--- config.mk ---
export PLATFORM = sky130hd
export DESIGN_NAME = periph_int_ctrl
export DESIGN_NICKNAME = d
export VERILOG_FILES = /design/src/rtl/periph_int_ctrl.sv
export SDC_FILE = /design/constraint.sdc
export NUM_CORES = 1
export LEC_CHECK = 0
export ABC_AREA = 0
export ABC_CLOCK_PERIOD_IN_PS = 3550
export BUFFER_PORTS_ARGS = -buffer_cell sky130_fd_sc_hd__buf_2
export CAP_MARGIN = 20
export CORE_MARGIN = 2
export CORE_UTILIZATION = 49
export DETAILED_ROUTE_END_ITERATION = 7
export GPL_ROUTABILITY_DRIVEN = 0
export PLACE_DENSITY_LB_ADDON = 0.1
export RECOVER_POWER = 50
export SYNTH_ARGS = -nofsm -noshare
export SYNTH_HDL_FRONTEND = slang
export SYNTH_SLANG_ARGS = --single-unit
--- constraint.sdc ---
create_clock -name clk -period 3.55 [get_ports clk]
set_input_delay 0.355 -clock clk [delete_from_list [all_inputs] [get_ports clk]]
set_output_delay 0.355 -clock clk [all_outputs]
set_load 0.02 [all_outputs]
--- src/rtl/periph_int_ctrl.sv ---
// Peripheral interrupt controller: masks SRC_NUM lines, fixed-priority arbitration and a claim/complete handshake.
// Optional macro PIC_EDGE_TRIG_EN adds the TRIGGER register and per-source edge detection.
module periph_int_ctrl #(
    parameter int SRC_NUM        = 8,
    parameter int INT_CODE_WIDTH = 4
) (
    input  logic                      clk,
    input  logic                      rst,
    input  logic [SRC_NUM-1:0]        irq_src,
    input  logic                      reg_wr_en,
    input  logic                      reg_rd_en,
    input  logic [1:0]                reg_addr,
    input  logic [31:0]               reg_wdata,
    output logic [31:0]               reg_rdata,
    output logic [INT_CODE_WIDTH-1:0] peripheral_int_code,
    output logic [1:0]                fsm_state
);

    // Register port: reg_wr_en / reg_rd_en are single-cycle strobes with no ready
    // back-pressure; every strobe is accepted at the edge that samples it.
    localparam logic [1:0] A_ENABLE  = 2'd0;
    localparam logic [1:0] A_PENDING = 2'd1;
    localparam logic [1:0] A_CLAIM   = 2'd2;
    localparam logic [1:0] A_TRIGGER = 2'd3;

    typedef enum logic [1:0] {
        ST_IDLE    = 2'd0,
        ST_PRESENT = 2'd1,
        ST_CLAIMED = 2'd2
    } state_t;

    state_t                    state_q, state_d;
    logic [INT_CODE_WIDTH-1:0] code_q, code_d;
    logic [SRC_NUM-1:0]        enable_q;
    logic [SRC_NUM-1:0]        pending_q, pending_d;
    logic [SRC_NUM-1:0]        req, sel_vec;
    logic                      win_valid, lost;
    logic [INT_CODE_WIDTH-1:0] win_code;
    logic                      claim_rd, complete_wr, claim_fire;
    logic [31:0]               en32, pend32, code32, trig32, rd_mux;
    logic                      unused_wdata;

    assign unused_wdata = ^reg_wdata;
    assign claim_rd     = reg_rd_en && (reg_addr == A_CLAIM);
    assign complete_wr  = reg_wr_en && (reg_addr == A_CLAIM);
    assign req          = pending_q & enable_q;

    always_comb begin
        win_valid = 1'b0;
        win_code  = '0;
        for (int i = SRC_NUM - 1; i >= 0; i--) begin
            if (req[i]) begin
                win_valid = 1'b1;
                win_code  = INT_CODE_WIDTH'(i + 1);
            end
        end
    end

    // One-hot of the latched source, used for withdraw detection and claim clearing.
    always_comb begin
        sel_vec = '0;
        for (int i = 0; i < SRC_NUM; i++) begin
            sel_vec[i] = (code_q == INT_CODE_WIDTH'(i + 1));
        end
    end
    assign lost = ~|(req & sel_vec);

`ifdef PIC_EDGE_TRIG_EN
    logic [SRC_NUM-1:0] trigger_q, irq_prev_q, claim_vec;

    assign claim_vec = sel_vec & {SRC_NUM{claim_fire}};
    // A new edge wins over a claim of the same source, so it is never lost.
    assign pending_d = (trigger_q & ((pending_q & ~claim_vec) | (irq_src & ~irq_prev_q)))
                     | (~trigger_q & irq_src);

    always_ff @(posedge clk) begin
        if (rst) begin
            trigger_q  <= '0;
            irq_prev_q <= '0;
        end else begin
            irq_prev_q <= irq_src;
            if (reg_wr_en && (reg_addr == A_TRIGGER)) begin
                trigger_q <= reg_wdata[SRC_NUM-1:0];
            end
        end
    end

    always_comb begin
        trig32              = '0;
        trig32[SRC_NUM-1:0] = trigger_q;
    end
`else
    assign pending_d = irq_src;
    assign trig32    = '0;
`endif

    always_comb begin
        state_d    = state_q;
        code_d     = code_q;
        claim_fire = 1'b0;
        case (state_q)
            ST_IDLE: begin
                if (win_valid) begin
                    code_d  = win_code;
                    state_d = ST_PRESENT;
                end else begin
                    code_d = '0;
                end
            end
            ST_PRESENT: begin
                if (lost) begin
                    code_d  = '0;
                    state_d = ST_IDLE;
                end else if (claim_rd) begin
                    claim_fire = 1'b1;
                    state_d    = ST_CLAIMED;
                end
            end
            ST_CLAIMED: begin
                if (complete_wr && (reg_wdata[INT_CODE_WIDTH-1:0] == code_q)) begin
                    state_d = ST_IDLE;
                end
            end
            default: begin
                code_d  = '0;
                state_d = ST_IDLE;
            end
        endcase
    end

    always_ff @(posedge clk) begin
        if (rst) begin
            state_q   <= ST_IDLE;
            code_q    <= '0;
            enable_q  <= '0;
            pending_q <= '0;
        end else begin
            state_q   <= state_d;
            code_q    <= code_d;
            pending_q <= pending_d;
            if (reg_wr_en && (reg_addr == A_ENABLE)) begin
                enable_q <= reg_wdata[SRC_NUM-1:0];
            end
        end
    end

    always_comb begin
        en32                = '0;
        en32[SRC_NUM-1:0]   = enable_q;
        pend32              = '0;
        pend32[SRC_NUM-1:0] = pending_q;
        code32              = '0;
        code32[INT_CODE_WIDTH-1:0] = code_q;
        case (reg_addr)
            A_ENABLE:  rd_mux = en32;
            A_PENDING: rd_mux = pend32;
            A_CLAIM:   rd_mux = claim_fire ? code32 : 32'd0;
            default:   rd_mux = trig32;
        endcase
    end

    // Read data comes from pre-edge register values, so a same-cycle write is not visible.
    always_ff @(posedge clk) begin
        if (rst) begin
            reg_rdata <= '0;
        end else if (reg_rd_en) begin
            reg_rdata <= rd_mux;
        end
    end

    assign peripheral_int_code = (state_q == ST_PRESENT) ? code_q : '0;
    assign fsm_state           = state_q;

endmodule

==> reports/metrics.yaml <==
status: "finished clean"
fin_cells: 270
yosysUniqueCellTypes: 40
grt_antenna_before_repair: 0
postPlaceCellArea_mm2: 0.00176
cpPeakStageDelay_ns: 0.55
n_antenna_cell: 0
grt.overflow.total: 0
synth_area_mm2: 0.00167
path_delay_family: "compound AO/OA/AOI/OAI gates"
min-delay-start: "irq_src[5]"
dieArea_mm2: 0.00389
relSlewSlack_pct: 20.3
grt_pass1_vias: 1354
maxCapViolCount: 0
drt-total-wl_mm: 3.51
postCtsSetupRepairBufs: 0
die_y_um: 62.4
critPathBufInv: 0
holdWs_ns: 0.239
drive_above_1_share_pct: 15.6
slew_viol_final: 0
ys_top_cells_by_area: "dfxtp_1 36%, mux2i_1 12%, buf_4 11%, nor2_1 5.8%, nor2b_1 4.5%"
setup_viol_count_final: 0
cts_tree: "built"
period_share_pct: 52.4
htree_levels: 2
worstPathArrival_ns: 2.02
synth-async-reset-ratio_pct: 0
startpoint_type: "register"
grt_pass1_wl_mm: 5.98
max_freq_ghz: 0.538
wire_per_inst_um: 13.0
synth_edf_count: 0
power_density_mw_per_mm2: 360
startpoint: "code_q[1]"
grt_usage_pct: 19.2
firstDrtPassIters: 4
drtIter0Drc: 38
dp_hpwl_mm: 2.62
finalSetupTns_ns: 0
ir_drop_uv: 181
ios: 84
drc_errors: 0
seq_area_frac_synth_pct: 36.0
vias: 1403
die_w_um: 62.4
numCtsBuffers: 5
clock-sinks: 30
grt_max_degree: 30
core_area_mm2: 0.00331
crit_fanout: 10
worstSkewPairLatency_ns: 0.32
cts_buffer_depth: 2
synthToLayoutAreaGrowth_pct: 7.42
worstSetupEndpointType: "register"
clkTransAtPathRegs_ns: 0.08
ys_warn_count: 0
cts_resized: 0
ant_nets: 0
hold_path.class: "in2reg"
fin_ws_ns: 1.69
syn_inst: 194
required_ns: 3.71
rsz0062_at_grt: "no"
cp_slowest_cell: "dfxtp_1"
finalNetCount: 271
dp_slack_ns: 1.53
dp.cells: 264
vias_per_cell: 5.20
critPathKind: "reg2reg"
path_cells: "and4b_1 > o21ai_1 > a21oi_1 > o41a_4 > nor2_1 > o31ai_1"
postCtsHoldBufs: 0
layout_min_cycle_time_ns: 1.86
synth_top_area_share_pct: 36.0
tightestPinTransition_ns: 1.20
fin_skew_ns: 0.00635
initial_core_util_pct: 50.5
avgSynthCellArea_um2: 8.61
yosys.area.top_type: "dfxtp_1"
row_count: 21
synth.ff_latch_count: 30
rr_startpoint: "code_q[1]"
synthFlopType: "dfxtp_1"
stdcell_area_mm2: 0.00179
p_leak_nw: 0.755
hold_viol: 0
ctsRootBufferMaster: "clkbuf_4"
io_buffers: 35
through the flow:
stage | utilization, % | power [mW]
detailed placement | 53.1 | 0.462
CTS | 54.6 | 0.653
global route | 54.2 | 0.675
floorplan | - | 0.457
finish | 54.2 | 0.646
global placement | 53.1 | 0.459
routing by layer:
| layer | wire, um | global-route usage [%] |
|---|---|---|
| met3 | 296 | 5.23 |
| met5 | 0 | 0 |
| met1 | 1460 | 22.5 |
| met2 | 1710 | 34.1 |
| met4 | 48 | 5.83 |
cells by family after synthesis:
logic type             synth area share, %
AO/OA/AOI/OAI                         12.4
XOR/XNOR                              2.10
buffers and inverters                 14.4
flip-flops                            36.0
multiplexers                          12.0
other                                0.225
AND/OR/NAND/NOR                       23.0
Yosys cell counts, types with 2 or more instances:
cell type,number
a21oi_1,6
a22oi_1,2
a31oi_1,5
and2_1,5
and4b_1,2
buf_2,2
buf_4,25
clkbuf_1,4
dfxtp_1,30
inv_1,2
mux2i_1,20
nand2_1,9
nand3_1,2
nand3b_1,2
nand4_1,3
nand4b_1,2
nor2_1,26
nor2b_1,12
nor3_1,5
o21ai_0,5
o21ai_1,2
o31ai_1,3
xor2_1,3
path summary, 6_finish.rpt:
| check | slack (ns) | end | cells past startpoint |
|---|---|---|---|
| max | 1.69 | code_q[3] | 6 |
| min | 0.24 | pending_q[5] | 2 |
| max reg2reg | 1.69 | code_q[3] | 6 |
| min reg2reg | 0.48 | reg_rdata[2] | 2 |
where the power goes:
| part | internal [mW] | total (mW) | switching (mW) |
|---|---|---|---|
| sequential | 0.349 | 0.361 | 0.0119 |
| clock | 0.0890 | 0.192 | 0.103 |
| combinational | 0.0311 | 0.0930 | 0.0620 |
| total | 0.469 | 0.646 | 0.177 |
cell type report:
cell class / instances / area [um^2]
clock buffer: 6 / 51.3
fill: 341 / 1520
inverter: 2 / 7.51
multi-input combinational: 151 / 916
sequential: 30 / 601
tap: 46 / 57.6
timing repair buffer: 35 / 161
layout by cell type (no fill, tap or decap), types with 2 or more instances in the layout:
master / synthesis / routed
and4b_1: 2 / 2
o31ai_1: 3 / 3
nor2b_1: 12 / 12
nand2_1: 9 / 9
a31oi_1: 5 / 5
conb_1: 1 / 24
nand4_1: 3 / 3
nand3b_1: 2 / 2
inv_1: 2 / 2
xor2_1: 3 / 3
mux2i_1: 20 / 20
clkbuf_4: 0 / 5
clkbuf_1: 4 / 11
a21oi_1: 6 / 6
dfxtp_1: 30 / 30
nor2_1: 26 / 26
nand3_1: 2 / 2
buf_2: 2 / 24
o21ai_0: 5 / 5
o21ai_1: 2 / 2
nand4b_1: 2 / 2
a22oi_1: 2 / 2
and2_1: 5 / 5
nor3_1: 5 / 5
registers in the layout (all words and copies together), names as in the netlist:
| signal | cells |
|---|---|
| enable_q | 8 |
| pending_q | 8 |
| reg_rdata | 8 |
| code_q | 4 |
| fsm_state | 2 |
Note: power is estimated with default switching activity, not from simulation.
